$ cat src/rtl/vram_rd_arbiter.sv
`default_nettype none
// ============================================================================
// Module      : vram_rd_arbiter
// Description : Three-requester read arbiter for one 32-bit VRAM read slot.
//               A request is issued combinationally in the cycle it is
//               picked. mem_ack returns one cycle later. A slot that is lost
//               to a higher-priority CPU access is re-presented
//               unchanged until it is accepted. Read data is passed through
//               in the ack cycle. After that it is held per requester.
//
// Ports       : clk, rst              - clock, synchronous active-high reset
//               prio_mode_i           - 0 round-robin, 1 fixed (0 > 1 > 2)
//               reqN_valid_i/addr_i   - request and word address, N = 0..2
//               reqN_ack_o            - one-cycle completion pulse
//               reqN_rddata_o         - read data (live on ack, held after)
//               mem_strobe_o/addr_o   - request to the VRAM read slot
//               mem_ack_i/rddata_i    - registered acceptance and read data
// Revision    : 1.0 - initial release
// ============================================================================
module vram_rd_arbiter #(
    parameter int ADDR_W = 15
) (
    input  logic              clk,
    input  logic              rst,
    input  logic              prio_mode_i,
    input  logic              req0_valid_i,
    input  logic [ADDR_W-1:0] req0_addr_i,
    output logic              req0_ack_o,
    output logic [31:0]       req0_rddata_o,
    input  logic              req1_valid_i,
    input  logic [ADDR_W-1:0] req1_addr_i,
    output logic              req1_ack_o,
    output logic [31:0]       req1_rddata_o,
    input  logic              req2_valid_i,
    input  logic [ADDR_W-1:0] req2_addr_i,
    output logic              req2_ack_o,
    output logic [31:0]       req2_rddata_o,
    output logic              mem_strobe_o,
    output logic [ADDR_W-1:0] mem_addr_o,
    input  logic              mem_ack_i,
    input  logic [31:0]       mem_rddata_i
);

    // ------------------------------------------------------------------
    // State
    // ------------------------------------------------------------------
    logic              in_flight_q, in_flight_d;
    logic [1:0]        cur_owner_q, cur_owner_d;
    logic [ADDR_W-1:0] cur_addr_q,  cur_addr_d;
    logic [1:0]        rr_ptr_q,    rr_ptr_d;
    logic [31:0]       hold_q [3];
    logic [31:0]       hold_d [3];

    // ------------------------------------------------------------------
    // Combinational decode
    // ------------------------------------------------------------------
    logic              acc;
    logic              represent;
    logic [2:0]        valid;
    logic [2:0]        ack;
    logic [2:0]        elig;
    logic [1:0]        start;
    logic [1:0]        pick_idx;
    logic              pick_vld;
    logic [ADDR_W-1:0] pick_addr;

    assign valid = {req2_valid_i, req1_valid_i, req0_valid_i};

    // mem_ack only counts when a strobe was actually presented last cycle.
    assign acc       = in_flight_q & mem_ack_i & ~rst;
    assign represent = in_flight_q & ~mem_ack_i & ~rst;

    assign ack[0] = acc & (cur_owner_q == 2'd0);
    assign ack[1] = acc & (cur_owner_q == 2'd1);
    assign ack[2] = acc & (cur_owner_q == 2'd2);

    // The requester being acked still shows its old valid this cycle.
    assign elig = valid & ~ack;

    // Fixed priority always searches from 0. Round-robin searches from the
    // requester after the last grant.
    always_comb begin
        start = 2'd0;
        if (!prio_mode_i) begin
            start = (rr_ptr_q == 2'd2) ? 2'd0 : rr_ptr_q + 2'd1;
        end
    end

    always_comb begin
        pick_idx = 2'd0;
        case (start)
            2'd1: begin
                if (elig[1])      pick_idx = 2'd1;
                else if (elig[2]) pick_idx = 2'd2;
                else              pick_idx = 2'd0;
            end
            2'd2: begin
                if (elig[2])      pick_idx = 2'd2;
                else if (elig[0]) pick_idx = 2'd0;
                else              pick_idx = 2'd1;
            end
            default: begin
                if (elig[0])      pick_idx = 2'd0;
                else if (elig[1]) pick_idx = 2'd1;
                else              pick_idx = 2'd2;
            end
        endcase
    end

    assign pick_vld = ~rst & ~represent & (|elig);

    always_comb begin
        case (pick_idx)
            2'd0:    pick_addr = req0_addr_i;
            2'd1:    pick_addr = req1_addr_i;
            default: pick_addr = req2_addr_i;
        endcase
    end

    // ------------------------------------------------------------------
    // Memory port
    // ------------------------------------------------------------------
    assign mem_strobe_o = represent | pick_vld;

    always_comb begin
        mem_addr_o = '0;
        if (represent) begin
            mem_addr_o = cur_addr_q;
        end else if (pick_vld) begin
            mem_addr_o = pick_addr;
        end
    end

    // ------------------------------------------------------------------
    // Requester outputs
    // ------------------------------------------------------------------
    assign req0_ack_o    = ack[0];
    assign req1_ack_o    = ack[1];
    assign req2_ack_o    = ack[2];
    assign req0_rddata_o = ack[0] ? mem_rddata_i : hold_q[0];
    assign req1_rddata_o = ack[1] ? mem_rddata_i : hold_q[1];
    assign req2_rddata_o = ack[2] ? mem_rddata_i : hold_q[2];

    // ------------------------------------------------------------------
    // Next state
    // ------------------------------------------------------------------
    always_comb begin
        in_flight_d = mem_strobe_o;
        cur_owner_d = cur_owner_q;
        cur_addr_d  = cur_addr_q;
        rr_ptr_d    = rr_ptr_q;
        if (pick_vld) begin
            cur_owner_d = pick_idx;
            cur_addr_d  = pick_addr;
            rr_ptr_d    = pick_idx;
        end
        for (int i = 0; i < 3; i++) begin
            hold_d[i] = ack[i] ? mem_rddata_i : hold_q[i];
        end
    end

    always_ff @(posedge clk) begin
        if (rst) begin
            in_flight_q <= 1'b0;
            cur_owner_q <= 2'd0;
            cur_addr_q  <= '0;
            rr_ptr_q    <= 2'd2;
            for (int i = 0; i < 3; i++) begin
                hold_q[i] <= 32'd0;
            end
        end else begin
            in_flight_q <= in_flight_d;
            cur_owner_q <= cur_owner_d;
            cur_addr_q  <= cur_addr_d;
            rr_ptr_q    <= rr_ptr_d;
            for (int i = 0; i < 3; i++) begin
                hold_q[i] <= hold_d[i];
            end
        end
    end

endmodule
`default_nettype wire
$ cat config.mk
export PLATFORM = sky130hd
export DESIGN_NAME = vram_rd_arbiter
export DESIGN_NICKNAME = d
export VERILOG_FILES = /design/src/rtl/vram_rd_arbiter.sv
export SDC_FILE = /design/constraint.sdc
export NUM_CORES = 1
export LEC_CHECK = 0
export BUFFER_PORTS_ARGS = -buffer_cell sky130_fd_sc_hd__buf_4
export CORE_MARGIN = 8
export CORE_UTILIZATION = 44
export DETAILED_ROUTE_END_ITERATION = 8
export PLACE_DENSITY = 0.79
export SLEW_MARGIN = 40
export SYNTH_ARGS = -nofsm -noshare
export SYNTH_HDL_FRONTEND = slang
export SYNTH_SLANG_ARGS = --single-unit
$ cat constraint.sdc
create_clock -name clk -period 2.65 [get_ports clk]
set_input_delay 0.53 -clock clk [delete_from_list [all_inputs] [get_ports clk]]
set_output_delay 0.53 -clock clk [all_outputs]
set_load 0.005 [all_outputs]
==> impl_metrics.ini, run 1 <==
[hold_path]
hold_path_class = input port to flop

[yosys]
ys_ff_latch = 115
synth_flop_cell = dfxtp_1
syn_nets = 606
ys_seq_area_share_pct = 44.5
yosysWarnings = 0
netlist_area_um2 = 5170
synth_edf_count = 0
postSynth.asyncResetShare_pct = 0
syn-instance-count = 520
yosysUniqueCellTypes = 37
synth_area_per_cell_um2 = 9.95

[clocking]
cts_made_buffers = 17
htree_levels = 4
hold_buffers = 0
cts_buffer_depth = 2
clkSinkCount = 115
clkTransAtPathRegs_ns = 0.05
insertion_delay_ns = 0.40
cts_tree = done
cts_root_buf = clkbuf_16

[detailed_routing]
drtPass1Iterations = 4
via_per_inst = 5.20
wire_per_inst_um = 18.8
via_count = 4719
drt-initial-drc-count = 277
finalWirelength_um = 17100
ant_nets = 0
drc = 0

[power_and_ir_drop]
switching_power_w = 0.00113
internal_power_w = 0.00383
power_density_nw_per_um2 = 597
pwr-share-clk_pct = 47.8
vdd_drop_max_mv = 0.526
power_switching_share_pct = 22.7
power.leakage_nw = 3.99
comb_power_share_pct = 15.4
sequentialPowerShare_pct = 36.7

[timing]
hold_ws_ns = 0.394
drv_slew = 0
setup_violations = 15
worst_pin_slew_ns = 0.603
final-hold-violation-count = 0
fin_ws_ns = -0.528
tns_ns = -7.51
max_slew_margin_pct = 59.8
rsz0062_at_grt = true
fin_skew_ns = 0.00746
fmax_ghz = 0.315
fin_crit_sh_pct = 120
fin_crit_ns = 3.18

[layout]
antennaDiodeCount = 0
layout_commonest_cell = buf_4
nets = 838
area_growth_pct = 60.5
drive_gt1_share_pct = 54.1
final_cell_mix = buf_4 (194), dfxtp_1 (113), nor2b_1 (98)

[critical_path]
critPathLaunchType = flop
critical_path_buf_inv_count = 4
slowest_stage = dfxtp_4
cp_cell_sequence = nor3_4 > inv_1 > ha_2 > a221o_1 > a32o_2 > nor4_4 > buf_4 > clkbuf_16 > o21ai_2 > nand3_1 > buf_4
slowest_delay_ns = 0.36
critical_path_required_ns = 2.12
critPathKind = flop to output port
reg2reg_setup_slack_ns = 0.33
arrival_ns = 2.65
worstPathMaxFanout = 7
cp_common_cell = buf_4
crit_path_end_kind = output port
cp_top_family = compound AO/OA/AOI/OAI gates

[floorplanning]
rows = 39
die-area_um2 = 15500
fp.dieW_um = 124
boundaryPins = 199
floorplan.initialDensity_pct = 45.1
fp.coreArea_um2 = 11500
die_h_um = 124

[global_route]
grt_use_total_pct = 21.4
grt_pass1_wl_um = 27200
gr-total-overflow = 0
grt_pass1_vias = 5105
antenna_found_initial = 0
grt_max_degree = 60

[placed_design]
hpwl_um = 11100
gpl.final_weighted_congestion = 0.857
io_buffers = 198

[flow_run]
max_cap_viol_count = 0

[run_status]
status = complete, but fails checks
violations = negative setup slack
[cells by family (layout without fill, tap and decap cells)]
family	Yosys count	count (layout)	synth area share, %
simple gates	217	217	23.7
flops	115	115	44.5
mux	97	97	21.1
compound gates	46	46	6.36
buf+inv	43	287	3.92
fa+ha+maj	2	2	0.483
[synth_stat cells, drive strengths merged (2+ instances only)]
cell type  count  area share (%)
a21boi        15             2.2
a21oi          6            0.58
and3          15             1.8
and3b          3            0.51
and4bb         2            0.48
buf           16             1.9
clkbuf        20             1.5
dfxtp        115              44
ha             2            0.48
inv            7            0.51
mux2          96              21
nand2         50             3.6
nand3         33             3.3
nor2           6            0.44
nor2b         98              12
nor3           2            0.19
nor3b          2            0.29
o21ai         18             2.4
[per-stage QoR]
stage | setup WS (ns) | instance area (µm²) | util (%) | power (W) | std cells
final | -0.528 | 8310 | 72.4 | 0.00496 | 907
after global routing | -0.657 | 8310 | 72.4 | 0.00514 | 907
after CTS | -0.584 | 8210 | 71.6 | 0.00497 | 907
after detailed placement | -0.505 | 7000 | 61.0 | 0.00247 | 860
after global placement | -0.417 | 7000 | 61.0 | 0.00245 | 860
after floorplan | -0.134 | 5190 | - | 0.00214 | 520
[cell type report]
cell class	count	area, µm²
tap	143	179
clock buffer	21	460
multi-input combinational	362	2970
clock inverter	10	156
inverter	7	26.3
sequential	115	2310
fill	772	3160
timing repair buffer	249	2210
[final timing paths]
check / startpoint / to / depth (start not counted)
setup / recovery: rr_ptr_q[1]$_SDFFE_PP1P_ / mem_addr_o[6] / 11
hold / removal: req2_addr_i[10] / cur_addr_q[10]$_SDFFE_PP0P_ / 3
setup reg to reg: rr_ptr_q[1]$_SDFFE_PP1P_ / cur_addr_q[8]$_SDFFE_PP0P_ / 11
hold reg to reg: cur_addr_q[9]$_SDFFE_PP0P_ / cur_addr_q[9]$_SDFFE_PP0P_ / 2
[state kept, by name, indices dropped and copies added, names as in the netlist]
name / flops
cur_addr_q: 15
cur_owner_q: 2
hold_q: 96
in_flight_q: 1
rr_ptr_q: 1
[worst reg2reg max path: cells and delay by family, from the launching register on]
family | cells | cell delay [ns]
flip-flops | 1 | 0.36
AND/OR/NAND/NOR | 3 | 0.55
AO/OA/AOI/OAI | 3 | 0.63
adder cells (fa/ha/maj) | 1 | 0.19
buffers and inverters | 4 | 0.54
[routing by layer]
metal | up-vias | global-route usage (%) | part of all wire [%]
met2 | 195 | 36.7 | 49
met5 | - | 0 | 0
met3 | 24 | 7.83 | 7.9
met4 | 0 | 7.16 | 1.9
met1 | 2267 | 23.9 | 41
li1 | 2233 | - | -
[power by group through the flow]
| stage | Sequential [W] | Combinational [W] | Clock [W] |
|---|---|---|---|
| floorplan | 0.00184 | 0.000294 | 0 |
| global placement | 0.00185 | 0.000596 | 0 |
| detailed placement | 0.00185 | 0.000613 | 0 |
| CTS | 0.00182 | 0.000739 | 0.00241 |
| global route | 0.00183 | 0.000818 | 0.00249 |
| finish | 0.00182 | 0.000764 | 0.00237 |
[repair_timing]
item	in CTS	in global routing
buffers inserted	11	2
pin swaps	11	5
cloned	5	0
endpoints found under the setup margin	112	93
resized for setup	95	34
Power figures use the tool's default switching activity.
==> run 2: changes to the inputs <==
CORE_MARGIN = default   (was 8)
SKIP_LAST_GASP = 1   (was default)
==> run 2 against run 1 <==
Net effect:
- the run still ends with negative setup slack left
- setup slack improved by 0.052 ns
- fmax increased by 1.7%
- core utilization is 0.57 points lower
- clock-buffer cell count decreased by 1
- global-route usage grew 3.4 points
- sequential cell count is the same
- clock skew rose by 0.010 ns
- die area is 21% lower
- critical path type unchanged
- critical endpoint is now mem_addr_o[2]
==> impl_metrics.ini, run 2 (same netlist as run 1, synthesis figures left out) <==
[global_route]
antenna_found_initial = 0
grt_pass1_vias = 4752
gr-total-overflow = 0
grt_pass1_wl_um = 24100
grt_use_total_pct = 24.8
grt_max_degree = 85

[timing]
drv_slew = 0
final-hold-violation-count = 0
setup_violations = 47
fin_crit_ns = 3.13
tns_ns = -9.15
rsz0062_at_grt = true
fmax_ghz = 0.320
max_slew_margin_pct = 75.4
fin_skew_ns = 0.0176
fin_ws_ns = -0.476
worst_pin_slew_ns = 0.369
fin_crit_sh_pct = 118

[layout]
reg_top3 = hold_q: 96 flops, cur_addr_q: 15 flops, cur_owner_q: 2 flops
largest_reg_flops = 96
multi_input_area_um2 = 2870
final_cell_mix = buf_4 (193), dfxtp_1 (112), nor2b_1 (98)
regMostFlops = hold_q
nets = 835
layout_commonest_cell = buf_4
final_util_pct = 71.9
drive_gt1_share_pct = 53.1
antennaDiodeCount = 0
final_area_um2 = 8210
final_cells = 905
seq_area_um2 = 2310
area_growth_pct = 58.6
fillers = 791

[critical_path]
arrival_ns = 2.60
critical_path_required_ns = 2.12
crit_path_end_kind = output port
critPathLaunchType = flop
critPathKind = flop to output port
worstPathMaxFanout = 15
r2r-start = rr_ptr_q[1]$_SDFFE_PP1P_
cp-startpoint = rr_ptr_q[1]$_SDFFE_PP1P_

[placed_design]
hpwl_um = 9610
io_buffers = 198
placed_area_um2 = 6970
gpl.final_weighted_congestion = 0.937
dp_cells = 854
dp_slack_ns = -0.593

[detailed_routing]
ant_nets = 0
via_per_inst = 5.13
drt-initial-drc-count = 303
via_count = 4639
drc = 0
drtPass1Iterations = 4
finalWirelength_um = 15400
wire_per_inst_um = 17.1

[floorplanning]
rows = 39
floorplan.initialDensity_pct = 45.3
die_h_um = 110
fp.dieW_um = 110
boundaryPins = 199
fp.coreArea_um2 = 11400
die-area_um2 = 12200

[clocking]
htree_levels = 4
clkTransAtPathRegs_ns = 0.06
cts_made_buffers = 17
cts_buffer_depth = 2
cts_tree = done
cts_root_buf = clkbuf_16
clkSinkCount = 115
insertion_delay_ns = 0.41

[hold_path]
hold_path_class = input port to flop
hold_path.startpoint = req2_addr_i[3]

[power_and_ir_drop]
vdd_drop_max_mv = 0.507
power.leakage_nw = 3.94
power_density_nw_per_um2 = 582

[run_status]
violations = negative setup slack
status = complete, but fails checks

[flow_run]
max_cap_viol_count = 0
## run 2: area by class of cell
cell class / instances / area share (%)
multi-input combinational: 362 / 35.0
sequential: 115 / 28.2
timing repair buffer: 246 / 27.2
clock buffer: 20 / 5.56
tap: 143 / 2.18
clock inverter: 12 / 1.60
inverter: 7 / 0.320
## run 2: worst paths after layout
path	to	slack, ns	depth (start not counted)
setup / recovery	mem_addr_o[2]	-0.48	11
setup reg to reg	cur_addr_q[7]$_SDFFE_PP0P_	0.40	11
hold reg to reg	cur_addr_q[9]$_SDFFE_PP0P_	0.47	2
hold / removal	cur_addr_q[3]$_SDFFE_PP0P_	0.37	3
## run 2: where the power goes
| part | leakage, nW | total [W] | switching, W | internal, W |
|---|---|---|---|---|
| combinational | 2.72 | 0.000732 | 0.000311 | 0.000421 |
| clock | 0.278 | 0.00222 | 0.000792 | 0.00143 |
| sequential | 0.934 | 0.00182 | 0.0000312 | 0.00179 |
| total | 3.94 | 0.00478 | 0.00113 | 0.00364 |
## run 2: timing repair
| item | in CTS | in global routing |
|---|---|---|
| endpoints found under the setup margin | 100 | 48 |
| setup buffers | 10 | 5 |
| gates cloned | 6 | 1 |
| hold buffers | 0 | 0 |
| gates resized for setup | 69 | 39 |
| pin swaps | 5 | 3 |
## run 2: stage by stage
stage          total power, W  hold slack (ns)
5_1_grt               0.00497            0.374
3_3_place_gp          0.00244            0.448
4_1_cts               0.00479            0.351
2_1_floorplan         0.00214            0.439
3_5_place_dp          0.00246            0.452
6_report              0.00478            0.368
## run 2: critical path, stage by stage (launching register included)
cell     delay, ns
dfxtp_4       0.36
nor2_4        0.10
nand2_2       0.07
ha_4          0.17
and3b_1       0.16
a221o_1       0.29
a32o_2        0.28
buf_4         0.14
and3b_4       0.25
nand2_1       0.12
nand3_1       0.10
buf_4         0.14
## run 2: per-layer routing
metal  vias up  wire (µm)  track usage, %
met5         -          0               0
met4         0        272            10.3
met3        18       1160            7.85
met2       187       7640            43.0
met1      2208       6370            28.0
li1       2226          -               -
